<file path="src/rtl/fireball_scheduler.sv">
// fireball_scheduler
//   Owns up to NUM_BALLS fireball slots (8x8 sprites on a 96x64 OLED): accepts
//   launch requests, advances every active ball by SPEED pixels once per frame
//   tick, and resolves which ball (if any) covers the pixel being scanned so the
//   single fireball sprite renderer can be shared.
//
//   Optional feature macro: FIREBALL_BOUNCE_EN
//     defined   - a ball reaching a screen edge bounces once (dir flips, x is
//                 clamped); the second edge hit removes it.
//     undefined - a ball reaching a screen edge is removed.
//
// Ports
//   clk          in   system clock
//   reset        in   synchronous active-high reset
//   frame_tick   in   one-cycle pulse per frame; starts a movement sweep
//   fire_req     in   launch request level, held until fire_ack
//   fire_x/y     in   launch leftX / topY (clamped to MAX_X / MAX_Y)
//   fire_dir     in   launch direction, 0 = right, 1 = left
//   fire_ack     out  one-cycle pulse, cycle after a launch is accepted
//   full         out  every slot active
//   active_mask  out  per-slot active flags
//   X / Y        in   OLED scan pixel column / row
//   ball_hit     out  registered: (X,Y) inside an active ball
//   leftX/topY   out  registered position of the lowest-index covering ball;
//                     hold their value when nothing is hit
//
// state | meaning
// IDLE  | waiting; starts a sweep on a tick, otherwise serves launch requests
// MOVE  | sweep: one slot advanced per cycle, slot 0 .. NUM_BALLS-1

module fireball_scheduler #(
    parameter int NUM_BALLS = 4,
    parameter int SPEED     = 2,
    parameter int SCREEN_W  = 96,
    parameter int MAX_X     = SCREEN_W - 8,
    parameter int MAX_Y     = 56
) (
    input  logic                 clk,
    input  logic                 reset,
    input  logic                 frame_tick,
    input  logic                 fire_req,
    input  logic [6:0]           fire_x,
    input  logic [5:0]           fire_y,
    input  logic                 fire_dir,
    output logic                 fire_ack,
    output logic                 full,
    output logic [NUM_BALLS-1:0] active_mask,
    input  logic [6:0]           X,
    input  logic [5:0]           Y,
    output logic                 ball_hit,
    output logic [6:0]           leftX,
    output logic [5:0]           topY
);

    localparam int IW = (NUM_BALLS > 1) ? $clog2(NUM_BALLS) : 1;
    localparam logic [IW-1:0] LAST_IDX = IW'(NUM_BALLS - 1);
    localparam logic [7:0] SPEED8 = 8'(SPEED);
    localparam logic [6:0] SPEED7 = 7'(SPEED);
    localparam logic [7:0] MAX_X8 = 8'(MAX_X);
    localparam logic [6:0] MAX_X7 = 7'(MAX_X);
    localparam logic [5:0] MAX_Y6 = 6'(MAX_Y);

    typedef enum logic [0:0] {IDLE, MOVE} state_t;

    state_t              state_q, state_d;
    logic [IW-1:0]       idx_q, idx_d;
    logic                tick_pending_q;

    logic [NUM_BALLS-1:0] act_q;
    logic [NUM_BALLS-1:0] dir_q;
    logic [6:0]           x_q [NUM_BALLS];
    logic [5:0]           y_q [NUM_BALLS];
`ifdef FIREBALL_BOUNCE_EN
    logic [NUM_BALLS-1:0] bnc_q;
    logic                 cur_bnc, step_bnc;
`endif

    logic                 start_sweep, launch_go;
    logic                 free_found;
    logic [IW-1:0]        free_idx;
    logic [6:0]           cur_x, step_x;
    logic                 cur_dir, step_dir, step_act, at_edge;
    logic [7:0]           sum_r;
    logic                 hit_found;
    logic [6:0]           hit_x;
    logic [5:0]           hit_y;

    assign active_mask = act_q;
    assign full        = &act_q;
    assign start_sweep = frame_tick | tick_pending_q;
    // The requester still holds fire_req while fire_ack is high, so the ack
    // cycle must not be taken as a second request.
    assign launch_go   = (state_q == IDLE) && !start_sweep && fire_req
                         && free_found && !fire_ack;

    // lowest-index inactive slot
    always_comb begin
        free_found = 1'b0;
        free_idx   = '0;
        for (int i = NUM_BALLS - 1; i >= 0; i--) begin
            if (!act_q[i]) begin
                free_found = 1'b1;
                free_idx   = IW'(i);
            end
        end
    end

    always_comb begin
        state_d = state_q;
        idx_d   = idx_q;
        case (state_q)
            IDLE: begin
                if (start_sweep) begin
                    state_d = MOVE;
                    idx_d   = '0;
                end
            end
            MOVE: begin
                if (idx_q == LAST_IDX) begin
                    state_d = IDLE;
                    idx_d   = '0;
                end else begin
                    idx_d = idx_q + IW'(1);
                end
            end
            default: begin
                state_d = IDLE;
                idx_d   = '0;
            end
        endcase
    end

    // movement step for the slot selected by the sweep index
    always_comb begin
        cur_x   = '0;
        cur_dir = 1'b0;
`ifdef FIREBALL_BOUNCE_EN
        cur_bnc = 1'b0;
`endif
        for (int i = 0; i < NUM_BALLS; i++) begin
            if (idx_q == IW'(i)) begin
                cur_x   = x_q[i];
                cur_dir = dir_q[i];
`ifdef FIREBALL_BOUNCE_EN
                cur_bnc = bnc_q[i];
`endif
            end
        end
        // 8-bit sum so a ball near the right edge cannot wrap back to the left
        sum_r    = {1'b0, cur_x} + SPEED8;
        at_edge  = cur_dir ? ({1'b0, cur_x} < SPEED8) : (sum_r > MAX_X8);
        step_x   = cur_dir ? (cur_x - SPEED7) : sum_r[6:0];
        step_dir = cur_dir;
        step_act = 1'b1;
`ifdef FIREBALL_BOUNCE_EN
        step_bnc = cur_bnc;
        if (at_edge) begin
            if (!cur_bnc) begin
                step_dir = ~cur_dir;
                step_bnc = 1'b1;
                step_x   = cur_dir ? 7'd0 : MAX_X7;
            end else begin
                step_act = 1'b0;
                step_x   = cur_x;
            end
        end
`else
        if (at_edge) begin
            step_act = 1'b0;
            step_x   = cur_x;
        end
`endif
    end

    // pixel query: scan high to low so the lowest hitting index wins
    always_comb begin
        hit_found = 1'b0;
        hit_x     = '0;
        hit_y     = '0;
        for (int i = NUM_BALLS - 1; i >= 0; i--) begin
            if (act_q[i]
                && ({1'b0, X} >= {1'b0, x_q[i]})
                && ({1'b0, X} <= ({1'b0, x_q[i]} + 8'd7))
                && ({1'b0, Y} >= {1'b0, y_q[i]})
                && ({1'b0, Y} <= ({1'b0, y_q[i]} + 7'd7))) begin
                hit_found = 1'b1;
                hit_x     = x_q[i];
                hit_y     = y_q[i];
            end
        end
    end

    always_ff @(posedge clk) begin
        if (reset) begin
            state_q        <= IDLE;
            idx_q          <= '0;
            tick_pending_q <= 1'b0;
            fire_ack       <= 1'b0;
            act_q          <= '0;
            dir_q          <= '0;
`ifdef FIREBALL_BOUNCE_EN
            bnc_q          <= '0;
`endif
            for (int i = 0; i < NUM_BALLS; i++) begin
                x_q[i] <= '0;
                y_q[i] <= '0;
            end
            ball_hit       <= 1'b0;
            leftX          <= '0;
            topY           <= '0;
        end else begin
            state_q  <= state_d;
            idx_q    <= idx_d;
            fire_ack <= launch_go;

            // one-deep tick memory; extra ticks while pending are dropped
            if (state_q == MOVE) begin
                if (frame_tick) tick_pending_q <= 1'b1;
            end else if (start_sweep) begin
                tick_pending_q <= 1'b0;
            end

            for (int i = 0; i < NUM_BALLS; i++) begin
                if (launch_go && (free_idx == IW'(i))) begin
                    act_q[i] <= 1'b1;
                    dir_q[i] <= fire_dir;
                    x_q[i]   <= (fire_x > MAX_X7) ? MAX_X7 : fire_x;
                    y_q[i]   <= (fire_y > MAX_Y6) ? MAX_Y6 : fire_y;
`ifdef FIREBALL_BOUNCE_EN
                    bnc_q[i] <= 1'b0;
`endif
                end else if ((state_q == MOVE) && (idx_q == IW'(i)) && act_q[i]) begin
                    act_q[i] <= step_act;
                    dir_q[i] <= step_dir;
                    x_q[i]   <= step_x;
`ifdef FIREBALL_BOUNCE_EN
                    bnc_q[i] <= step_bnc;
`endif
                end
            end

            ball_hit <= hit_found;
            if (hit_found) begin
                leftX <= hit_x;
                topY  <= hit_y;
            end
        end
    end

endmodule

</file>
<file path="config.mk">
export PLATFORM = sky130hd
export DESIGN_NAME = fireball_scheduler
export DESIGN_NICKNAME = d
export VERILOG_FILES = /design/src/rtl/fireball_scheduler.sv
export SDC_FILE = /design/constraint.sdc
export NUM_CORES = 1
export LEC_CHECK = 0
export ABC_AREA = 1
export BUFFER_PORTS_ARGS = -buffer_cell sky130_fd_sc_hd__buf_2
export CAP_MARGIN = 20
export CORE_MARGIN = 8
export CORE_UTILIZATION = 51
export DETAILED_ROUTE_END_ITERATION = 8
export GPL_TIMING_DRIVEN = 0
export PLACE_DENSITY = 0.65
export SLEW_MARGIN = 40
export SYNTH_ARGS = -nofsm -noshare
export SYNTH_HDL_FRONTEND = slang
export SYNTH_SLANG_ARGS = --single-unit
</file>
<file path="constraint.sdc">
create_clock -name clk -period 3.3 [get_ports clk]
set_clock_uncertainty 0.2 [all_clocks]
set_input_delay 0.495 -clock clk [delete_from_list [all_inputs] [get_ports clk]]
set_output_delay 0.495 -clock clk [all_outputs]
set_load 0.05 [all_outputs]
</file>
### After elaboration in Yosys (flattened, before gate mapping)

Memory sizes are Yosys's and may differ from the RTL's.
Index checks and enable logic that the tools add are counted.

| operators by class | value |
|---|---|
| $add $sub $neg | 11 |
| $lt $le $gt $ge | 20 |
| eq/ne operators | 8 |
| mux-type cells | 101 |
| bitwise gates (word level) | 14 |
| reductions and logical operators | 43 |

Operator list:

| kind | number |
|---|---|
| 7-bit two-way mux | 19 |
| 1-bit two-way mux | 65 |
| 6-bit two-way mux | 9 |
| 7-bit by 3-bit adder with 8-bit output, second input constant | 4 |
| 7-bit by 8-bit less-or-equal comparator with 1-bit output | 4 |
| 1-bit logical AND | 32 |
| 6-bit by 3-bit adder with 7-bit output, second input constant | 4 |
| 7-bit >= comparator | 4 |
| 6-bit by 7-bit less-or-equal comparator with 1-bit output | 4 |
| 6-bit >= comparator | 4 |
| 1-bit OR | 13 |
| 2-bit two-way mux | 6 |
| 2-bit nonzero test | 5 |
| 7-bit by 2-bit adder with 8-bit output, second input constant | 1 |
| 2-bit == test, second input constant | 4 |
| 8-bit by 7-bit > comparator with 1-bit output, second input constant | 1 |
| 7-bit > comparator, second input constant | 1 |
| 7-bit by 2-bit less-than comparator with 1-bit output, second input constant | 1 |
| 7-bit by 2-bit subtractor with 7-bit output, second input constant | 1 |
| 6-bit > comparator, second input constant | 1 |
| 2-bit by 1-bit == test with 1-bit output, second input constant | 2 |
| 2-bit zero test | 2 |
| 2-bit inequality test, second input constant | 2 |
| 2-bit case mux with 2 select lines | 1 |
| other kinds (6) | 7 |

| storage, ports and cells | value |
|---|---|
| register bits | 27 |
| bits in writable memories | 52 |
| bits of input ports | 31 |
| memories kept | 2 |

Memories:

| memory | words | width | read ports | clocked after Yosys merged registers in | write ports | line | RTL |
|---|---|---|---|---|---|---|---|
| x_q | 4 | 7 | 4 | 0 | 4 | 71 | `logic [6:0] x_q [NUM_BALLS];` |
| y_q | 4 | 6 | 4 | 0 | 4 | 72 | `logic [5:0] y_q [NUM_BALLS];` |

### Depth between registers and ports, before layout

Gate-level depths: netlist (run 1).

| depth | value |
|---|---|
| depth after elaboration | 12 |
| depth in mapped cells | 22 |
| gate-level depth less buffers | 21 |

### Worst setup path before layout (run 1)

Ideal clock, no wire load.

| timing path | value |
|---|---|
| path type | register to register |
| from | register act_q[1] (netlist: active_mask[1]) |
| to | memory x_q[3][0] (data pin) |
| library setup time | 0.267 ns |
| arrival | 2.426 ns |
| setup slack | 0.406 ns |
| cell stages (with the launch flop) | 11 |
| clock period less this slack | 2.894 ns |
| path through | dfxtp_1 -> nand2_1 -> nor2_1 -> nor2_1 -> nand3_1 -> nor4_1 -> inv_1 -> nor2_1 -> inv_1 -> clkbuf_1 -> o21ai_0 |

RTL lines:

| what | line | RTL |
|---|---|---|
| start: declaration | 69 | `logic [NUM_BALLS-1:0] act_q;` |
| start signal: indexed assignment | 233 | `act_q[i] <= step_act;` |
| end: declaration | 71 |  |

==> metrics.txt, run 1 <==
# TYPE chip_impl_metric gauge
chip_impl_metric{name="power_frac_clock",unit="%"} 32.8
chip_impl_metric{name="yosys_warnings",unit=""} 0
chip_impl_metric{name="achievable-frequency",unit="MHz"} 319
chip_impl_metric{name="min_period",unit="ns"} 3.13
chip_impl_metric{name="gpl.final_weighted_congestion",unit=""} 0.947
chip_impl_metric{name="maximum_number_of_pins_on_one_net_before_global_route_repair",unit=""} 18
chip_impl_metric{name="data_required_time_at_the_worst_endpoint",unit="ns"} 3.19
chip_impl_metric{name="register_area",unit="mm2"} 0.00211
chip_impl_metric{name="worst-r2r-setup-slack",unit="ns"} 0.17
chip_impl_metric{name="power-per-cell-area",unit="mW/mm2"} 351
chip_impl_info{name="critPathLaunchType",value="flop"} 1
chip_impl_metric{name="dp_worst_setup_slack",unit="ns"} -0.0771
chip_impl_metric{name="comb_power_share",unit="%"} 30.6
chip_impl_metric{name="synth_async_sr_flop_share",unit="%"} 0
chip_impl_metric{name="dieArea",unit="mm2"} 0.0197
chip_impl_info{name="synth_ff_type",value="edfxtp_1"} 1
chip_impl_metric{name="via_count_of_the_first_global_routing_pass",unit=""} 6750
chip_impl_metric{name="net_switching_component_of_the_power",unit="W"} 0.00115
chip_impl_metric{name="crit_arrival",unit="ns"} 3.02
chip_impl_metric{name="wl_per_cell",unit="um"} 16.7
chip_impl_metric{name="worst-r2r-cell-count",unit=""} 19
chip_impl_metric{name="rows",unit=""} 45
chip_impl_info{name="r2r_end",value="x_q[2][6]"} 1
chip_impl_metric{name="timing.final.max_slew_violations",unit=""} 0
chip_impl_metric{name="drc_errors",unit=""} 0
chip_impl_metric{name="layout_worst_path_cycle_share",unit="%"} 94.9
chip_impl_metric{name="globalRouteOverflowTotal",unit=""} 0
chip_impl_metric{name="report.final.hold_viol_count",unit=""} 0
chip_impl_metric{name="max-slew-margin-rel",unit="%"} 53.3
chip_impl_metric{name="utilization",unit="%"} 58.9
chip_impl_info{name="area_leader_netlist",value="edfxtp_1"} 1
chip_impl_metric{name="intPower",unit="W"} 0.00198
chip_impl_metric{name="first_pass_grt_wire_length",unit="um"} 35900
chip_impl_metric{name="drt_wl_total",unit="um"} 22800
chip_impl_metric{name="drive_above_1_share",unit="%"} 14.5
chip_impl_metric{name="number_of_enable_type_register_cells_in_the_synthesized_netlist",unit=""} 52
chip_impl_metric{name="clock_tree.buffer_depth",unit=""} 2
chip_impl_metric{name="post-route-cell-area",unit="mm2"} 0.00892
chip_impl_metric{name="detailroute.via_count",unit=""} 7511
chip_impl_metric{name="synthesis.instances",unit=""} 1088
chip_impl_metric{name="irDropWorstVdd",unit="mV"} 0.237
chip_impl_metric{name="post_synth_num_cell_types",unit=""} 43
chip_impl_metric{name="switching_part_of_the_total",unit="%"} 36.9
chip_impl_metric{name="register_bit_count_reported_by_yosys",unit=""} 79
chip_impl_metric{name="final_cells",unit=""} 1362
chip_impl_metric{name="path_clk_slew",unit="ns"} 0.08
chip_impl_metric{name="min_path_cells",unit=""} 3
chip_impl_metric{name="seq_area_frac_synth",unit="%"} 26.7
chip_impl_metric{name="cts-buffers-inserted",unit=""} 9
chip_impl_metric{name="finalSetupViolations",unit=""} 0
chip_impl_metric{name="floorplan.die.height",unit="um"} 140
chip_impl_info{name="tritoncts",value="yes"} 1
chip_impl_metric{name="drt_first_pass_iters",unit=""} 5
chip_impl_metric{name="num_io_pins",unit=""} 51
chip_impl_metric{name="max_cap_violations",unit=""} 0
chip_impl_info{name="regToRegStartpoint",value="idx_q[0]"} 1
chip_impl_metric{name="initialDrtViolationCount",unit=""} 516
chip_impl_info{name="critPathCapture",value="x_q[2][6]"} 1
chip_impl_metric{name="n_fill_cell",unit=""} 1466
chip_impl_metric{name="placedCellCount",unit=""} 1326
chip_impl_metric{name="critPathMaxFanout",unit=""} 10
chip_impl_metric{name="dp_hpwl",unit="um"} 18200
chip_impl_metric{name="synth_top_cell_area_share",unit="%"} 19.8
chip_impl_metric{name="worstMarginPinSlew",unit="ns"} 0.701
chip_impl_metric{name="synth_nets",unit=""} 1237
chip_impl_info{name="synth.cells.most_frequent",value="263 x nand2_1, 135 x inv_1, 118 x ha_1"} 1
chip_impl_info{name="min_path_type",value="input pin to flop"} 1
chip_impl_metric{name="ant_nets",unit=""} 0
chip_impl_metric{name="via_per_inst",unit=""} 5.51
chip_impl_info{name="worst_setup_path_startpoint",value="idx_q[0]"} 1
chip_impl_metric{name="footprint_of_the_multi_input_gates",unit="mm2"} 0.00519
chip_impl_metric{name="cellLeakagePower",unit="nW"} 4.35
chip_impl_metric{name="insertion_delay",unit="ns"} 0.35
chip_impl_metric{name="grt_usage",unit="%"} 22.9
chip_impl_metric{name="die-width",unit="um"} 140
chip_impl_metric{name="cell_area_after_synthesis",unit="mm2"} 0.00787
chip_impl_metric{name="portBuffers",unit=""} 50
chip_impl_info{name="clockRootBuffer",value="clkbuf_16"} 1
chip_impl_metric{name="dpl_cell_area",unit="mm2"} 0.00835
chip_impl_metric{name="n_antenna_cell",unit=""} 0
chip_impl_metric{name="post_cts_hold_buffer_count",unit=""} 0
chip_impl_info{name="critical_path.endpoint_type",value="flop"} 1
chip_impl_info{name="synth_most_common_cell",value="nand2_1"} 1
chip_impl_metric{name="seq_pwr_share",unit="%"} 36.5
chip_impl_info{name="synth.top_cells.by_area",value="edfxtp_1 20%, ha_1 19%, nand2_1 13%, dfxtp_1 6.9%, inv_1 6.4%"} 1
chip_impl_metric{name="nNetsFinal",unit=""} 1318
chip_impl_metric{name="postLayoutSetupSlackWorst",unit="ns"} 0.168
chip_impl_metric{name="ctsHtreeMaxLevel",unit=""} 3
chip_impl_info{name="status",value="complete, no violations"} 1
chip_impl_metric{name="grt_antenna_before_repair",unit=""} 0
chip_impl_metric{name="syn-mean-instance-area",unit="um2"} 7.23
chip_impl_metric{name="clock_sinks",unit=""} 79
chip_impl_metric{name="tns",unit="ns"} 0
chip_impl_metric{name="core_region_area",unit="mm2"} 0.0151
chip_impl_info{name="criticalPathCategory",value="flop to flop"} 1
chip_impl_metric{name="initial_utilization",unit="%"} 51.9
chip_impl_metric{name="layout-area-overhead-vs-synth",unit="%"} 13.3
routing by layer:
layer	GRT usage, %	part of all wire (%)	wire, um	up-vias
li1	-	-	-	3828
met1	33.4	50	11300	3382
met2	34.7	42	9590	273
met3	2.41	6.1	1380	28
met4	6.91	2.0	464	0
met5	0	0	0	-
worst min path at each step:
stage	from	end	slack, ns
after global placement	leftX[0]	leftX[0]	0.23
final	fire_dir	dir_q[0]	0.24
after detailed placement	leftX[5]	leftX[5]	0.24
after CTS	fire_dir	dir_q[0]	0.24
after floorplan	dir_q[1]	dir_q[1]	0.26
after global routing	leftX[5]	leftX[5]	0.27
state kept, by name, summed over array words and instances (netlist names):
signal / count
idx_q: 2
tick_pending_q: 1
fire_ack: 1
topY: 6
dir_q: 4
leftX: 7
x_q: 28
y_q: 24
state_q: 1
ball_hit: 1
active_mask: 4
logic make-up (layout without fill, tap and decap cells):
logic type	count (synthesis)	count (layout)	share of synthesized area, %
compound gates	164	164	12.0
xor+xnor	38	38	4.23
fa+ha+maj	118	118	18.8
buf+inv	165	250	8.64
flops	79	79	26.7
simple gates	524	525	29.6
worst max-delay path, stage by stage (launching register included):
cell and delay [ns]:
dfxtp_4 0.38, inv_1 0.06, ha_1 0.23, buf_6 0.15
a21oi_1 0.15, nand2_1 0.11, o21ai_4 0.12, inv_2 0.08
ha_1 0.31, inv_2 0.07, nand2_1 0.05, nor2_1 0.09
nor2_1 0.05, nand3_1 0.07, nand2_1 0.08, nand2_2 0.12
buf_6 0.14, nand4_1 0.19, nand3_1 0.15, nand2_1 0.08
placed cells by master, fill, tap and decap left out, drive strengths merged:
cell type and instances:
a21o 2, nor3 10, ha 118, or2 1
clkinvlp 1, o2111ai 5, nand2 277, o21a 5
inv 146, xnor2 9, nor2 96, o22ai 4
xor2 29, a22oi 1, nor4 1, clkbuf 19
edfxtp 52, nand3b 3, clkinv 3, and3 3
nand3 103, nand4 31, o211ai 6, o21ai 58
a21oi 74, a211oi 2, a31oi 2, dfxtp 27
buf 81, o21bai 5
cell type report:
| type | count | area share, % |
|---|---|---|
| plain buffers | 22 | 1.78 |
| clock buffers | 9 | 2.53 |
| clock inverters | 7 | 0.842 |
| inverters | 143 | 6.03 |
| multi-input cells | 845 | 58.2 |
| flip-flops and latches | 79 | 23.6 |
| well taps | 188 | 2.64 |
| repair buffers | 69 | 4.38 |
stage by stage:
step	total power, W	hold slack, ns
global route	0.00329	0.269
floorplan	0.00181	0.262
CTS	0.00307	0.237
global placement	0.00205	0.235
finish	0.00313	0.240
detailed placement	0.00206	0.236
power by group through the flow:
stage | Combinational (W) | Clock (W) | Sequential (W)
after global placement | 0.000891 | 0 | 0.00116
after detailed placement | 0.000900 | 0 | 0.00116
after floorplan | 0.000666 | 0 | 0.00115
final | 0.000959 | 0.00103 | 0.00114
after CTS | 0.000908 | 0.00102 | 0.00114
after global routing | 0.00108 | 0.00106 | 0.00115
what timing repair did:
item                                    4_1_cts  5_1_grt
resized for setup                             6       34
pin swaps                                     0       10
endpoints found under the hold margin         0        0
endpoints found under the setup margin       15       38
buffers inserted                              0       18
gates cloned                                  0        2
(Power assumes the default switching activity.)
==> run 2, diff against run 1 <==
--- a/config.mk
+++ b/config.mk
@@ -7,7 +7,7 @@
 export LEC_CHECK = 0
 export ABC_AREA = 1
 export BUFFER_PORTS_ARGS = -buffer_cell sky130_fd_sc_hd__buf_2
-export CAP_MARGIN = 20
+export CAP_MARGIN = 30
 export CORE_MARGIN = 8
 export CORE_UTILIZATION = 51
 export DETAILED_ROUTE_END_ITERATION = 8
==> constraint.sdc (replaced) <==
create_clock -name clk -period 3.78 [get_ports clk]
set_clock_uncertainty 0.2 [all_clocks]
set_input_delay 0.567 -clock clk [delete_from_list [all_inputs] [get_ports clk]]
set_output_delay 0.567 -clock clk [all_outputs]
set_load 0.05 [all_outputs]
==> run 2 against run 1 <==
Die area is the same. Sequential power shrank 12%. Cell count shrank 1.5%. Design area shrank 3.0%. Clock power shrank 13%. Largest cell class unchanged.
==> metrics.txt, run 2 (same netlist as run 1, synthesis figures left out) <==
# TYPE chip_impl_metric gauge
chip_impl_info{name="critPathLaunchType",value="flop"} 1
chip_impl_metric{name="max_cap_violations",unit=""} 0
chip_impl_metric{name="min_period",unit="ns"} 3.44
chip_impl_metric{name="insertion_delay",unit="ns"} 0.35
chip_impl_metric{name="postCtsResizedCells",unit=""} 0
chip_impl_metric{name="grt_usage",unit="%"} 22.9
chip_impl_info{name="hp-start",value="leftX[5]"} 1
chip_impl_metric{name="switching_part_of_the_total",unit="%"} 36.7
chip_impl_metric{name="postLayoutSetupSlackWorst",unit="ns"} 0.335
chip_impl_metric{name="seq_pwr_share",unit="%"} 37.2
chip_impl_info{name="tritoncts",value="yes"} 1
chip_impl_metric{name="clock_tree.buffer_depth",unit=""} 2
chip_impl_metric{name="achievable-frequency",unit="MHz"} 290
chip_impl_metric{name="globalRouteOverflowTotal",unit=""} 0
chip_impl_metric{name="initialDrtViolationCount",unit=""} 444
chip_impl_metric{name="floorplan.die.height",unit="um"} 140
chip_impl_info{name="critical_path.endpoint_type",value="flop"} 1
chip_impl_metric{name="worst-r2r-cell-count",unit=""} 19
chip_impl_metric{name="layout_worst_path_cycle_share",unit="%"} 91.1
chip_impl_metric{name="core_region_area",unit="mm2"} 0.0151
chip_impl_metric{name="clock_sinks",unit=""} 79
chip_impl_metric{name="layout-area-overhead-vs-synth",unit="%"} 9.99
chip_impl_metric{name="maximum_number_of_pins_on_one_net_before_global_route_repair",unit=""} 18
chip_impl_info{name="min_path_type",value="flop to flop"} 1
chip_impl_metric{name="worstMarginPinSlew",unit="ns"} 0.694
chip_impl_metric{name="fin_hold_ws",unit="ns"} 0.248
chip_impl_metric{name="power-per-cell-area",unit="mW/mm2"} 310
chip_impl_metric{name="rows",unit=""} 45
chip_impl_metric{name="net_switching_component_of_the_power",unit="W"} 0.000986
chip_impl_info{name="cp_slowest_cell",value="dfxtp_1"} 1
chip_impl_info{name="status",value="complete, no violations"} 1
chip_impl_metric{name="tns",unit="ns"} 0
chip_impl_metric{name="min_path_cells",unit=""} 2
chip_impl_info{name="rsz0062_at_grt",value="false"} 1
chip_impl_metric{name="timing.final.max_slew_violations",unit=""} 0
chip_impl_info{name="r2r_end",value="x_q[2][6]"} 1
chip_impl_info{name="layout_common_cells",value="263 x nand2_1, 135 x inv_1, 118 x ha_1"} 1
chip_impl_metric{name="grt_antenna_before_repair",unit=""} 0
chip_impl_metric{name="initial_utilization",unit="%"} 51.9
chip_impl_metric{name="num_io_pins",unit=""} 51
chip_impl_info{name="clockRootBuffer",value="clkbuf_16"} 1
chip_impl_metric{name="critPathMaxStageDelay",unit="ns"} 0.44
chip_impl_metric{name="worst-r2r-setup-slack",unit="ns"} 0.34
chip_impl_metric{name="dp_worst_setup_slack",unit="ns"} 0.403
chip_impl_info{name="largest_register_by_flop_count",value="x_q"} 1
chip_impl_metric{name="drt_first_pass_iters",unit=""} 5
chip_impl_metric{name="comb_power_share",unit="%"} 29.5
chip_impl_metric{name="ant_nets",unit=""} 0
chip_impl_metric{name="die-width",unit="um"} 140
chip_impl_metric{name="drc_errors",unit=""} 0
chip_impl_metric{name="portBuffers",unit=""} 50
chip_impl_metric{name="intPower",unit="W"} 0.00170
chip_impl_metric{name="via_count_of_the_first_global_routing_pass",unit=""} 6768
chip_impl_info{name="timing.critical_path.mode_cell",value="nand2_1"} 1
chip_impl_metric{name="irDropWorstVdd",unit="mV"} 0.207
chip_impl_info{name="reg_top3",value="x_q (28), y_q (24), leftX (7)"} 1
chip_impl_metric{name="power_frac_clock",unit="%"} 33.3
chip_impl_metric{name="via_per_inst",unit=""} 5.47
chip_impl_metric{name="ctsHtreeMaxLevel",unit=""} 3
chip_impl_metric{name="post-route-cell-area",unit="mm2"} 0.00865
chip_impl_metric{name="detailroute.via_count",unit=""} 7336
chip_impl_metric{name="data_required_time_at_the_worst_endpoint",unit="ns"} 3.67
chip_impl_metric{name="drive_above_1_share",unit="%"} 11.0
chip_impl_metric{name="drt_wl_total",unit="um"} 22300
chip_impl_metric{name="nNetsFinal",unit=""} 1298
chip_impl_metric{name="gpl.final_weighted_congestion",unit=""} 0.947
chip_impl_metric{name="cellLeakagePower",unit="nW"} 4.24
chip_impl_metric{name="critPathMaxFanout",unit=""} 10
chip_impl_metric{name="wl_per_cell",unit="um"} 16.6
chip_impl_info{name="regToRegStartpoint",value="idx_q[0]"} 1
chip_impl_metric{name="n_antenna_cell",unit=""} 0
chip_impl_metric{name="path_clk_slew",unit="ns"} 0.07
chip_impl_info{name="layout_commonest_cell",value="nand2_1"} 1
chip_impl_metric{name="cts-buffers-inserted",unit=""} 9
chip_impl_metric{name="post_cts_hold_buffer_count",unit=""} 0
chip_impl_metric{name="crit_arrival",unit="ns"} 3.33
chip_impl_info{name="min_to",value="leftX[5]"} 1
chip_impl_info{name="criticalPathCategory",value="flop to flop"} 1
chip_impl_metric{name="dp_hpwl",unit="um"} 18200
chip_impl_info{name="worstPathCellList",value="inv_1 -> ha_1 -> buf_2 -> a21oi_1 -> nand2_1 -> o21ai_2 -> inv_1 -> ha_1 -> inv_1 -> nand2_1 -> nor2_1 -> nor2_1 -> nand3_1 -> nand2_1 -> nand2_2 -> buf_6 -> nand4_1 -> nand3_1 -> nand2_1"} 1
chip_impl_metric{name="first_pass_grt_wire_length",unit="um"} 35900
chip_impl_metric{name="report.final.hold_viol_count",unit=""} 0
chip_impl_metric{name="dpl_cell_area",unit="mm2"} 0.00835
chip_impl_metric{name="max-slew-margin-rel",unit="%"} 53.7
chip_impl_metric{name="max_reg_flops",unit=""} 28
chip_impl_metric{name="dieArea",unit="mm2"} 0.0197
chip_impl_metric{name="cts_setup_buffers",unit=""} 0
chip_impl_metric{name="finalSetupViolations",unit=""} 0
## run 2: changes by cell type in the layout (fill, tap and decap cells not counted), moves of 2 or more
cell,change
buf_2,+3
nand3_2,-3
dfxtp_1,+2
clkbuf_4,-3
inv_2,-6
nor2_1,+2
ha_1,+2
a21oi_1,+5
inv_1,+6
ha_2,-2
buf_4,-19
nor2_4,-2
nand3_1,+3
a21oi_2,-4
## run 2: stage by stage
| step | util (%) | instances | power (W) |
|---|---|---|---|
| after floorplan | - | 1088 | 0.00158 |
| after global placement | 55.2 | 1326 | 0.00179 |
| after detailed placement | 55.2 | 1326 | 0.00180 |
| after CTS | 57.1 | 1342 | 0.00268 |
| after global routing | 57.1 | 1342 | 0.00283 |
| final | 57.1 | 1342 | 0.00269 |
## run 2: power by group through the flow
stage          Combinational [W]  Sequential (W)  Clock [W]
4_1_cts                 0.000790        0.000996   0.000894
5_1_grt                 0.000903         0.00100   0.000925
3_3_place_gp            0.000778         0.00102          0
2_1_floorplan           0.000581         0.00100          0
6_report                0.000793        0.000999   0.000895
3_5_place_dp            0.000786         0.00102          0
## run 2: worst max-delay path by stage
stage              startpoint         to  slack (ns)  depth (start not counted)
6_report             idx_q[0]  x_q[2][6]        0.34                         19
5_1_grt             x_q[3][0]   leftX[3]        0.02                         18
4_1_cts             x_q[3][0]   leftX[5]        0.40                         18
3_5_place_dp        x_q[3][0]   leftX[5]        0.40                         18
3_3_place_gp        x_q[3][0]   leftX[5]        0.44                         19
2_1_floorplan  active_mask[1]  x_q[3][0]        0.89                         10
## run 2: final cells by class
cell class / count / area, um2
clock buffers: 9 / 225
plain buffers: 22 / 141
inverters: 143 / 538
multi-input cells: 844 / 5090
flip-flops and latches: 79 / 2100
fillers: 1493 / 6490
well taps: 188 / 235
repair buffers: 50 / 250
clock inverters: 7 / 75.1
## run 2: critical path: cells and delay by family (launching register included)
family	cells	cell delay [ns]
buffers and inverters	5	0.69
flip-flops	1	0.44
AND/OR/NAND/NOR	10	0.97
AO/OA/AOI/OAI	2	0.35
adder cells (fa/ha/maj)	2	0.54
## run 2: per-layer routing
metal | wire (um) | GRT usage, % | up-vias
met2 | 9330 | 34.7 | 253
li1 | - | - | 3785
met1 | 11300 | 33.3 | 3269
met4 | 485 | 7.09 | 0
met3 | 1260 | 2.41 | 29
met5 | 0 | 0 | -
